===== config.mk =====
export PLATFORM = sky130hd
export DESIGN_NAME = s2_tile_scheduler
export DESIGN_NICKNAME = d
export VERILOG_FILES = /design/src/rtl/gnn_s2_pkg.sv /design/src/rtl/s2_core_split.sv /design/src/rtl/s2_tile_scheduler.sv
export SDC_FILE = /design/constraint.sdc
export NUM_CORES = 1
export LEC_CHECK = 0
export BUFFER_PORTS_ARGS = -buffer_cell sky130_fd_sc_hd__buf_2
export CORE_AREA = 2 2 74 76
export CTS_CLUSTER_SIZE = 28
export DETAILED_ROUTE_END_ITERATION = 16
export DIE_AREA = 0 0 76 78
export GPL_ROUTABILITY_DRIVEN = 0
export PLACE_DENSITY = 0.84
export SETUP_SLACK_MARGIN = 0.5
export SYNTH_ARGS = -nofsm -noshare
export SYNTH_HDL_FRONTEND = slang
export SYNTH_SLANG_ARGS = --single-unit

===== constraint.sdc =====
create_clock -name clk -period 11.8 [get_ports clk]
set_clock_uncertainty 0.1 [all_clocks]
set_input_delay 0 -clock clk [delete_from_list [all_inputs] [get_ports clk]]
set_output_delay 0 -clock clk [all_outputs]
set_load 0.02 [all_outputs]

===== src/rtl/gnn_s2_pkg.sv =====
// ============================================================================
// Module   : gnn_s2_pkg
// Brief    : Shared constants and FSM state type for the S2 tile scheduler.
// Revision : 1.0 - initial release
// ============================================================================
`default_nettype none

package gnn_s2_pkg;

  localparam int FEAT_W      = 12;
  localparam int CHUNK_LOG2  = 5;
  localparam int ALL_FEATURE = 3703;
  localparam int NUM_CORE    = 64;

  typedef enum logic [1:0] {
    S_IDLE = 2'd0,
    S_CALC = 2'd1,
    S_EMIT = 2'd2,
    S_DONE = 2'd3
  } state_t;

endpackage : gnn_s2_pkg

`default_nettype wire


===== src/rtl/s2_core_split.sv =====
// ============================================================================
// Module   : s2_core_split
// Brief    : Combinational split of the remaining feature range into one round
//            of cores: active core count, tail length and final-round flag.
// Revision : 1.0 - initial release
// ============================================================================
`default_nettype none

module s2_core_split
  import gnn_s2_pkg::*;
#(
  parameter int FEAT_W_P      = FEAT_W,
  parameter int ALL_FEATURE_P = ALL_FEATURE,
  parameter int NUM_CORE_P    = NUM_CORE,
  parameter int CHUNK_LOG2_P  = CHUNK_LOG2
) (
  input  logic [FEAT_W_P:0]                  cur_id,
  output logic [$clog2(NUM_CORE_P+1)-1:0]    cores,
  output logic [CHUNK_LOG2_P:0]              last_len,
  output logic                               is_last
);

  localparam int W  = FEAT_W_P + 1;
  localparam int CW = $clog2(NUM_CORE_P + 1);
  localparam int LW = CHUNK_LOG2_P + 1;

  localparam logic [W-1:0] c_all      = W'(ALL_FEATURE_P);
  localparam logic [W-1:0] c_chunk    = W'(1 << CHUNK_LOG2_P);
  localparam logic [W-1:0] c_chunk_m1 = W'((1 << CHUNK_LOG2_P) - 1);
  localparam logic [W-1:0] c_ncore    = W'(NUM_CORE_P);
  localparam logic [W-1:0] c_round    = W'(NUM_CORE_P << CHUNK_LOG2_P);

  logic [W-1:0] w_rem;
  logic [W-1:0] w_ceil;
  logic [W-1:0] w_cores;
  logic [W-1:0] w_prev;
  logic [W-1:0] w_tail;

  // True ceiling: adding CHUNK-1 before the shift never over-counts an exact multiple.
  assign w_rem   = c_all - cur_id;
  assign w_ceil  = (w_rem + c_chunk_m1) >> CHUNK_LOG2_P;
  assign w_cores = (w_ceil > c_ncore) ? c_ncore : w_ceil;
  assign w_prev  = (w_cores - W'(1)) << CHUNK_LOG2_P;
  assign w_tail  = w_rem - w_prev;

  assign cores    = w_cores[CW-1:0];
  assign last_len = (w_tail > c_chunk) ? LW'(1 << CHUNK_LOG2_P) : w_tail[LW-1:0];
  assign is_last  = (w_rem <= c_round);

endmodule : s2_core_split

`default_nettype wire


===== src/rtl/s2_tile_scheduler.sv =====
// ============================================================================
// Module   : s2_tile_scheduler
// Brief    : Walks the feature range from start_id in rounds of NUM_CORE x CHUNK
//            and emits one tile descriptor per round over valid/ready.
//            Optional macro S2_SCHED_PERF_EN adds tile/stall perf counters.
// Revision : 1.0 - initial release
// ============================================================================
`default_nettype none

module s2_tile_scheduler
  import gnn_s2_pkg::*;
#(
  parameter int FEAT_W_P      = FEAT_W,
  parameter int ALL_FEATURE_P = ALL_FEATURE,
  parameter int NUM_CORE_P    = NUM_CORE,
  parameter int CHUNK_LOG2_P  = CHUNK_LOG2
) (
  input  logic                             clk,
  input  logic                             rst_n,
  input  logic                             start,
  input  logic [FEAT_W_P-1:0]              start_id,
  output logic                             tile_valid,
  input  logic                             tile_ready,
  output logic [FEAT_W_P-1:0]              tile_base_id,
  output logic [$clog2(NUM_CORE_P+1)-1:0]  tile_core_cnt,
  output logic [CHUNK_LOG2_P:0]            tile_last_len,
  output logic                             tile_full,
  output logic                             tile_last,
  output logic                             busy,
  output logic                             done,
  output logic                             err
`ifdef S2_SCHED_PERF_EN
  ,
  output logic [15:0]                      perf_tiles,
  output logic [15:0]                      perf_stall
`endif
);

  localparam int W  = FEAT_W_P + 1;
  localparam int CW = $clog2(NUM_CORE_P + 1);
  localparam int LW = CHUNK_LOG2_P + 1;

  localparam logic [W-1:0]  c_all   = W'(ALL_FEATURE_P);
  localparam logic [W-1:0]  c_round = W'(NUM_CORE_P << CHUNK_LOG2_P);
  localparam logic [CW-1:0] c_ncore = CW'(NUM_CORE_P);

  state_t          r_state;
  logic [W-1:0]    r_cur_id;

  logic [CW-1:0]   w_cores;
  logic [LW-1:0]   w_last_len;
  logic            w_is_last;
  logic            w_start_ok;
  logic            w_bad_id;
  logic            w_hs;

  assign w_start_ok = (r_state == S_IDLE) && start;
  assign w_bad_id   = ({1'b0, start_id} >= c_all);
  assign w_hs       = tile_valid && tile_ready;

  s2_core_split #(
    .FEAT_W_P      (FEAT_W_P),
    .ALL_FEATURE_P (ALL_FEATURE_P),
    .NUM_CORE_P    (NUM_CORE_P),
    .CHUNK_LOG2_P  (CHUNK_LOG2_P)
  ) u_core_split (
    .cur_id   (r_cur_id),
    .cores    (w_cores),
    .last_len (w_last_len),
    .is_last  (w_is_last)
  );

  always_ff @(posedge clk or negedge rst_n) begin
    if (!rst_n) begin
      r_state       <= S_IDLE;
      r_cur_id      <= '0;
      tile_valid    <= 1'b0;
      tile_base_id  <= '0;
      tile_core_cnt <= '0;
      tile_last_len <= '0;
      tile_full     <= 1'b0;
      tile_last     <= 1'b0;
      busy          <= 1'b0;
      done          <= 1'b0;
      err           <= 1'b0;
    end else begin
      case (r_state)
        S_IDLE: begin
          if (w_start_ok) begin
            r_cur_id <= {1'b0, start_id};
            busy     <= 1'b1;
            // An out-of-range start still finishes the job so the caller sees done.
            if (w_bad_id) begin
              err     <= 1'b1;
              done    <= 1'b1;
              r_state <= S_DONE;
            end else begin
              err     <= 1'b0;
              r_state <= S_CALC;
            end
          end
        end
        S_CALC: begin
          tile_base_id  <= r_cur_id[FEAT_W_P-1:0];
          tile_core_cnt <= w_cores;
          tile_last_len <= w_last_len;
          tile_full     <= (w_cores == c_ncore);
          tile_last     <= w_is_last;
          tile_valid    <= 1'b1;
          r_state       <= S_EMIT;
        end
        S_EMIT: begin
          if (w_hs) begin
            tile_valid <= 1'b0;
            if (tile_last) begin
              done    <= 1'b1;
              r_state <= S_DONE;
            end else begin
              r_cur_id <= r_cur_id + c_round;
              r_state  <= S_CALC;
            end
          end
        end
        S_DONE: begin
          done    <= 1'b0;
          busy    <= 1'b0;
          r_state <= S_IDLE;
        end
        default: r_state <= S_IDLE;
      endcase
    end
  end

`ifdef S2_SCHED_PERF_EN
  always_ff @(posedge clk or negedge rst_n) begin
    if (!rst_n) begin
      perf_tiles <= '0;
      perf_stall <= '0;
    end else if (w_start_ok) begin
      perf_tiles <= '0;
      perf_stall <= '0;
    end else begin
      if (w_hs && (perf_tiles != 16'hFFFF))
        perf_tiles <= perf_tiles + 16'd1;
      if (tile_valid && !tile_ready && (perf_stall != 16'hFFFF))
        perf_stall <= perf_stall + 16'd1;
    end
  end
`else
  // Perf counters are not built in this configuration.
`endif

endmodule : s2_tile_scheduler

`default_nettype wire


* Word level (Yosys, flattened, before mapping)
Index checks and enable logic that the tools add are counted.
** Cells by class
- $add $sub $neg :: 5
- Magnitude comparators :: 4
- Equality and inequality tests :: 9
- Muxes and demuxes :: 21
- Reductions and logical operators :: 13
** Operators with widths (count)
- 13-bit 2-to-1 mux :: 3
- 13-bit case mux with 2 select lines :: 1
- 13-bit by 12-bit adder with 13-bit output, second input constant :: 1
- 13-bit by 5-bit adder with 13-bit output, second input constant :: 1
- 13-bit by 6-bit greater-than comparator with 1-bit output, second input constant :: 1
- 13-bit by 12-bit less-or-equal comparator with 1-bit output, second input constant :: 1
- 12-bit by 13-bit subtractor with 13-bit output, first input constant :: 1
- 13-bit subtractor :: 1
- 12-bit >= comparator, second input constant :: 1
- 2-bit inequality test, second input constant :: 5
- 8-bit by 7-bit greater-than comparator with 1-bit output, second input constant :: 1
- 2-bit 2-to-1 mux :: 4
- 8-bit 2-to-1 mux :: 1
- 2-bit case mux with 4 select lines :: 1
- 2-bit AND reduction :: 4
- 8-bit by 1-bit subtractor with 8-bit output, second input constant :: 1
- 7-bit == test, second input constant :: 1
- 1-bit 2-to-1 mux :: 7
- 6-bit 2-to-1 mux :: 1
- 2-bit nonzero test :: 3
- 5-bit AND reduction :: 1
- 2-bit == test, second input constant :: 2
- 1-bit case mux with 2 select lines :: 2
- 4-bit AND reduction :: 1
- other kinds (5) :: 6
** Storage, ports and cells
- Register bits :: 46
- Input port bits :: 16
- Output and inout port bits :: 31
- Logic and storage cells :: 63

* Depth between registers and ports, before layout
Gate-level depths: netlist of run 1.
- Word-level depth :: 8
- Mapped depth :: 22
- Gate-level depth less buffers :: 20

* By module
From an unflattened synthesis of run 1, not the netlist that was laid out.
** Unflattened totals
- Cell total of the unflattened synthesis :: 283
- Area total of the unflattened synthesis :: 3029.2 um2
** By module, submodules not included
- s2_tile_scheduler :: times used 1, cells an instance 128, area each 1875.5 um2, sequential area each 1151.1 um2
- s2_core_split :: times used 1, cells an instance 155, area each 1153.6 um2, sequential area each 0.0 um2

* Least setup slack after synthesis of run 1
OpenSTA, ideal clock, no wires.
- Kind :: reg-to-reg
- Start point :: register r_cur_id[4]
- End point :: register tile_last_len[0]
- Setup time :: 0.071 ns
- Arrival time :: 5.406 ns
- Required time :: 11.629 ns
- Slack :: 6.223 ns
- Cell stages (with the launch flop) :: 21
- Buffers on the path :: 2
- Clock period less this slack :: 5.577 ns
- Cells stage by stage :: dfrtp_1 > ha_1 > buf_6 > a311oi_4 > xnor2_2 > or4_4 > a21oi_4 > nor2_1 > o21a_1 > or3_1 > ha_1 > xor2_1 > ha_1 > o21a_1 > o31a_1 > o21a_1 > or3_1 > a211oi_1 > clkbuf_1 > nand4_1 > nand3_1
** Between the ends
- Word-level cells in the longest chain between the ends :: 8
** Ends and longest elaborated chain
- start, declared :: line s2_tile_scheduler.sv:48 : logic [W-1:0] r_cur_id;
- start signal, assigned :: line s2_tile_scheduler.sv:90 : r_cur_id <= {1'b0, start_id};
- start signal, assigned :: line s2_tile_scheduler.sv:119 : r_cur_id <= r_cur_id + c_round;
- 12-bit by 13-bit subtractor with 13-bit output (*) :: line s2_core_split.sv:40 : assign w_rem = c_all - cur_id;
- 13-bit by 5-bit adder with 13-bit output :: line s2_core_split.sv:41 : assign w_ceil = (w_rem + c_chunk_m1) >> CHUNK_LOG2_P;
- 8-bit by 7-bit greater-than comparator with 1-bit output :: line s2_core_split.sv:42 : assign w_cores = (w_ceil > c_ncore) ? c_ncore : w_ceil;
- 8-bit 2-to-1 mux :: line s2_core_split.sv:42
- 8-bit by 1-bit subtractor with 8-bit output :: line s2_core_split.sv:43 : assign w_prev = (w_cores - W'(1)) << CHUNK_LOG2_P;
- 13-bit subtractor (*) :: line s2_core_split.sv:44 : assign w_tail = w_rem - w_prev;
- 13-bit by 6-bit greater-than comparator with 1-bit output (*) :: line s2_core_split.sv:47 : assign last_len = (w_tail > c_chunk) ? LW'(1 << CHUNK_LOG2_P) : w_tail[LW-1:0];
- 6-bit 2-to-1 mux (*) :: line s2_core_split.sv:47
- end signal, assigned :: line s2_tile_scheduler.sv:106 : tile_last_len <= w_last_len;
- end, declared :: line s2_tile_scheduler.sv:26 : output logic [CHUNK_LOG2_P:0] tile_last_len,
Mark *: on every way between the ends. The rest lies on a longest branch, timed or not.
A chain may end at the register's enable or synchronous reset.

* Final worst setup path of run 1
- Start point :: register r_cur_id[3]
- End point :: register tile_last_len[5]
** Between the ends
- Word-level cells in the longest chain between the ends :: 8
** Ends and longest elaborated chain (line)
- 12-bit by 13-bit subtractor with 13-bit output (*) :: s2_core_split.sv:40
- 13-bit by 5-bit adder with 13-bit output :: s2_core_split.sv:41
- 8-bit by 7-bit greater-than comparator with 1-bit output :: s2_core_split.sv:42
- 8-bit 2-to-1 mux :: s2_core_split.sv:42
- 8-bit by 1-bit subtractor with 8-bit output :: s2_core_split.sv:43
- 13-bit subtractor (*) :: s2_core_split.sv:44
- 13-bit by 6-bit greater-than comparator with 1-bit output :: s2_core_split.sv:47
- 6-bit 2-to-1 mux (*) :: s2_core_split.sv:47
Marked as above.

==> results of run 1 <==
-- sequential cells by signal (all words and copies together) (netlist names) --
register	cells
r_cur_id	13
tile_last	1
tile_core_cnt	7
tile_last_len	6
tile_full	1
r_state	2
busy	1
tile_valid	1
done	1
err	1
tile_base_id	12
-- logic make-up (layout without fill, tap and decap cells) --
group / after synthesis / count (layout)
flip-flops: 46 / 46
adder cells (fa/ha/maj): 12 / 12
multiplexers: 13 / 13
AO/OA/AOI/OAI: 91 / 91
XOR/XNOR: 19 / 19
buffers and inverters: 28 / 86
AND/OR/NAND/NOR: 134 / 134
-- cell type report --
| class | count | area [sq um] | share of cell area [%] |
|---|---|---|---|
| Multi-Input combinational cell | 269 | 1840 | 50.7 |
| Timing Repair Buffer | 64 | 403 | 11.1 |
| Sequential cell | 46 | 1150 | 31.7 |
| Clock inverter | 1 | 8.76 | 0.241 |
| Tap cell | 70 | 87.6 | 2.41 |
| Clock buffer | 7 | 86.3 | 2.38 |
| Inverter | 14 | 52.6 | 1.45 |
-- metal layers --
| metal | wire length [um] | track usage [%] | up-vias |
|---|---|---|---|
| met3 | 366 | 4.07 | 22 |
| met5 | 0 | 0 | - |
| li1 | - | - | 1371 |
| met4 | 226 | 11.8 | 0 |
| met2 | 3830 | 49.2 | 104 |
| met1 | 3400 | 36.4 | 1361 |
-- synth_stat cells, drive strengths merged (2+ instances only) --
cell type | instances | area share [%]
dfrtp | 46 | 37
a21o | 2 | 0.48
a21oi | 16 | 3.0
o21ai | 22 | 3.5
nand2 | 50 | 6.0
o21a | 4 | 0.96
buf | 5 | 1.5
or3 | 2 | 0.40
nor2b | 2 | 0.40
mux2i | 2 | 0.64
nand4 | 10 | 2.0
and4 | 2 | 0.56
clkbuf | 9 | 1.1
xor2 | 7 | 2.4
nor2 | 26 | 3.4
o31a | 3 | 0.88
a31oi | 3 | 0.60
inv | 14 | 1.7
a211oi | 4 | 1.1
nor3 | 7 | 1.1
xnor2 | 12 | 3.6
or4 | 2 | 0.60
o211a | 2 | 0.64
ha | 11 | 4.4
nand3b | 2 | 0.48
mux2 | 11 | 4.0
a21boi | 3 | 0.72
o22ai | 2 | 0.40
o31ai | 5 | 1.2
o2111ai | 7 | 2.5
nor4b | 2 | 1.0
a32oi | 6 | 1.7
nand2b | 5 | 1.0
and3 | 7 | 1.4
nand3 | 13 | 2.1
-- worst min path at each step --
stage / start / end / slack, ns / cells after the start
after global routing: start_id[10] / r_cur_id[10]$_DFFE_PN0P_ / 0.40 / 3
after floorplan: rst_n / busy$_DFFE_PN0P_ / -0.40 / 0
after detailed placement: start_id[6] / r_cur_id[6]$_DFFE_PN0P_ / 0.13 / 3
final: rst_n / tile_core_cnt[5]$_DFFE_PN0P_ / 0.30 / 2
after global placement: start_id[6] / r_cur_id[6]$_DFFE_PN0P_ / 0.12 / 3
after CTS: start_id[6] / r_cur_id[6]$_DFFE_PN0P_ / 0.34 / 4
-- metrics by stage --
step                area [sq um]  setup slack, ns  hold slack (ns)  std cells  utilization, %
floorplan                   3120             6.22           -0.396        343               -
global placement            3380             6.40            0.123        448            67.1
detailed placement          3380             6.17            0.129        448            67.1
CTS                         3630             6.14            0.343        471            72.0
global route                3630             5.70            0.395        471            72.0
finish                      3630             6.08            0.300        471            72.0
==> run metrics, run 1 <==
status complete, no violations; RSZ-0062 raised after global routing false; Nets 428; total global-route track usage 28.6%; vias in the first global route 2870; post-cts resize count 0; post-synthesis async set-or-reset flop share 100%; Setup Buffers After CTS 0; Clock Path Buffers 2; Rows 26; clk sink count 46; TritonCTS clock tree done; syn nets 371; largest net degree at the start of global routing 47; syn_area_per_cell 9.11 sq um; ANT cells 0; First DRT Iteration DRCs 243; io pins 47; Overflow after GRT 0; initial antenna violation count 0; vias per cell 6.07; end of the critical path tile_last_len[5]$_DFFE_PN0P_; synthesis-stage register bit count 46; Post-DP HPWL 5560 um; Arrival @ worst endpoint 5.82 ns; CTS clk-pin slew, worst paths 0.09 ns; critical path launch point r_cur_id[3]$_DFFE_PN0P_; sequential area share after synthesis 36.8%; Routed WL per cell 16.6 um; Clock Latency Late Sink 0.30 ns; Post-synth EDFFs 0; H-tree depth 2; commonest non-fill, non-tap cells in the layout nand2_1 (50), dfrtp_1 (46), buf_2 (46); slowest cell delay on critical path 0.54 ns; Slew @ Worst Pin 1.01 ns; Antenna Violating Nets Remaining 0; die height 78 um; worst path buffer plus inverter count 1; R2R Setup Slk 6.08 ns; Routed Wire Length 7830 um; fmax 0.175 GHz; Final Max Tran Viols 0; drt pass-1 iters 4; delay-heaviest family, CP compound AO/OA/AOI/OAI gates; synth unique cells 65; largest family of logic cells by synthesized area compound AO/OA/AOI/OAI gates; Most Frequent Cell on Critical Path ha_1; crit end category register; CP Depth 20; type of the worst min-delay path primary input to asynchronous set/reset pin; Cell Area, Synth 0.00312 sq mm; core area 0.00504 sq mm; Startpoint Class register; min cycle time layout 5.72 ns; maxcap violations 0; Initial Utilization 62.0%; complex-gate fraction of the synthesized area 21.9%; Worst Setup Path Type register to register; Synth Flop Type dfrtp_1; # setup viols final 0; simple-gate share of the synthesized area 21.3%; P&R area growth vs syn 16.2%; post-synthesis xor/xnor area fraction 6.05%; Cells after Synth 343; Max-slew headroom 32.7%; Critical Path RT 11.90 ns; sum of negative setup slack 0 ns; synth warn 0; DRC violations left 0; CP max FO 18; path depth of the worst reg2reg path 20; FF-to-FF Start r_cur_id[3]$_DFFE_PN0P_; CTS hold repair buffers 15; commonest non-fill, non-tap cell in the layout nand2_1; via count 2858; final worst-path cycle share 48.5%; Root Driver clkbuf_8; die area 0.00593 sq mm; crit path cell chain ha_1 > a311oi_4 > xnor2_2 > nor4_1 > a211oi_1 > a21oi_2 > o21a_1 > or3_1 > ha_1 > nand2_1 > mux2_2 > o22ai_1 > ha_1 > o21ai_0 > a21oi_1 > or4_1 > a211oi_1 > buf_4 > nand4_1 > and3_1; slowest stage cell, crit path nor4_1; Hold Vio Cnt, Final 0; TritonCTS Buffers 5; r2r endpoint tile_last_len[5]$_DFFE_PN0P_; fraction of layout cells with a size suffix above 1 20.4%; Die Width 76 um; number of fill cells 382; proportion of synthesized area in mux cells 4.61%; IO Port Bufs 46; first-pass GRT wire length 13600 um; Synth Area in Adders 5.05%
Power of run 1 is not shown: default switching activity piles up to over one toggle a cycle in this logic, so the estimate is an artifact.
==> run 2: changes to the inputs <==
Settings changed: ABC_AREA from default to 1, CORE_AREA 2 2 74 76 to 2 2 76 78, DIE_AREA 0 0 76 78 to 0 0 78 80, PLACE_DENSITY 0.84 to 0.76.
Clock period 11.8 ns to 5.5 ns, I/O delays scaled along.
==> run 2 against run 1 <==
Design area is 3.6% lower. Register-to-register slack worse by 5.1 ns. Synthesized area is 5.4% lower. Highest routed layer unchanged.
==> run metrics, run 2 <==
H-tree depth 2; CP max FO 7; slowest cell delay on critical path 0.48 ns; sequential area share after synthesis 39.0%; Placed Instances 485; WHS 0.293 ns; syn_area_per_cell 7.88 sq um; Synth Flop Type dfrtp_1; Nets 463; final worst-path cycle share 82.6%; Final Max Tran Viols 0; path depth of the worst reg2reg path 26; largest net degree at the start of global routing 47; critical path launch point r_cur_id[3]$_DFFE_PN0P_; Clock Path Buffers 2; vias per cell 5.15; Routed WL per cell 12.9 um; core area 0.00541 sq mm; top post-synthesis cells by count nand2_1 (89), inv_1 (47), dfrtp_1 (46); First DRT Iteration DRCs 113; IO Port Bufs 46; TritonCTS Buffers 5; Startpoint Class register; initial antenna violation count 0; maxcap violations 0; P&R area growth vs syn 18.4%; synthesis-stage register bit count 46; biggest regs r_cur_id: 13 flops, tile_base_id: 12 flops, tile_core_cnt: 7 flops; Clock Latency Late Sink 0.30 ns; clk sink count 46; Overflow after GRT 0; Arrival @ worst endpoint 4.67 ns; DRC violations left 0; Max-slew headroom 26.4%; FF-to-FF Start r_cur_id[3]$_DFFE_PN0P_; io pins 47; r2r endpoint tile_last_len[3]$_DFFE_PN0P_; Critical Path RT 5.63 ns; synth warn 0; RSZ-0062 raised after global routing false; Reg area 0.00115 sq mm; die area 0.00624 sq mm; synth unique cells 43; fraction of layout cells with a size suffix above 1 24.5%; Initial Utilization 54.7%; commonest non-fill, non-tap cells in the layout nand2_1 (89), inv_1 (47), dfrtp_1 (46), buf_2 (46), nor2_1 (28); drt pass-1 iters 5; Routed Wire Length 6560 um; Hold Vio Cnt, Final 0; # setup viols final 0; min cycle time layout 4.54 ns; via count 2618; Post-synth EDFFs 0; CTS clk-pin slew, worst paths 0.09 ns; die height 80 um; Slew @ Worst Pin 1.10 ns; vias in the first global route 2389; Die Width 78 um; Synth top area share 39.0%; Worst Setup Path Type register to register; Multi-input gate area 0.00156 sq mm; slowest stage cell, crit path dfrtp_1; type of the worst min-delay path primary input to asynchronous set/reset pin; Setup WS pre-CTS 0.882 ns; status complete, no violations; fmax 0.220 GHz; top post-synthesis cells by area dfrtp_1 (39%), nand2_1 (11%), inv_1 (6.0%); Cells after Synth 375; most numerous cell in the Yosys netlist nand2_1; commonest non-fill, non-tap cell in the layout nand2_1; TritonCTS clock tree done; Largest register FFs 13; number of fill cells 491; Cell Area, Synth 0.00296 sq mm; worst setup margin 0.960 ns; Post-DP HPWL 5050 um; Root Driver clkbuf_8; total global-route track usage 22.1%; fin cells 508; Antenna Violating Nets Remaining 0; first-pass GRT wire length 10900 um; Largest Register r_cur_id; post-synthesis async set-or-reset flop share 100%; ANT cells 0; syn nets 403; Rows 27; Synth area leader dfrtp_1; R2R Setup Slk 0.96 ns; crit end category register; sum of negative setup slack 0 ns
run 2: changes by cell type in the layout (fill, tap and decap cells not counted), sizes merged, moves of 7 or more:
cell,previous run,this run
inv,15,53
o21ai,22,34
mux2,11,2
o2111ai,7,0
nand3,13,21
nand2,50,107
nor2,26,34
and3,7,0
xnor2,12,5
run 2: logic make-up after synthesis:
group	after synthesis	synth area share, %
compound gates	61	12.9
buf+inv	63	8.43
flops	46	38.9
mux	2	0.762
fa+ha+maj	12	5.33
simple gates	183	31.2
xor+xnor	8	2.37
run 2: repair_timing:
| action | in CTS | in global routing |
|---|---|---|
| resized for setup | 0 | 1 |
| hold endpoints to repair | 60 | 0 |
| hold buffers | 15 | 0 |
| setup endpoints to repair | 0 | 6 |
| setup buffers | 0 | 0 |
run 2: area by class of cell:
type,instances,area share (%)
Multi-Input combinational cell,266,44.6
Clock buffer,7,2.75
Tap cell,72,2.58
Sequential cell,46,32.9
Clock inverter,1,0.250
Inverter,55,6.04
Timing Repair Buffer,61,10.9
run 2: worst max-delay path, delay by kind of cell, from the launching register on:
| kind | cells | cell delay, ns |
|---|---|---|
| flops | 1 | 0.48 |
| compound gates | 5 | 1.08 |
| simple gates | 14 | 1.37 |
| buf+inv | 4 | 0.33 |
| fa+ha+maj | 3 | 1.12 |
run 2: how the worst max path moves through the flow:
stage,endpoint,slack [ns]
floorplan,tile_last_len[0]$_DFFE_PN0P_,1.32
global placement,tile_last_len[0]$_DFFE_PN0P_,0.97
detailed placement,tile_last_len[3]$_DFFE_PN0P_,0.88
CTS,tile_last_len[3]$_DFFE_PN0P_,0.84
global route,tile_last_len[5]$_DFFE_PN0P_,0.60
finish,tile_last_len[3]$_DFFE_PN0P_,0.96
run 2: per-stage QoR:
step	instance area [sq um]	utilization, %
6_report	3500	64.7
5_1_grt	3500	64.7
4_1_cts	3490	64.6
3_5_place_dp	3240	59.9
3_3_place_gp	3240	59.9
2_1_floorplan	2960	-
run 2: routing by layer:
| layer | GRT usage [%] | wire (um) |
|---|---|---|
| met2 | 36.6 | 2940 |
| met5 | 0 | 0 |
| met3 | 3.39 | 348 |
| met1 | 29.9 | 3190 |
| met4 | 6.84 | 89 |
Power of run 2 is left out for the same reason.
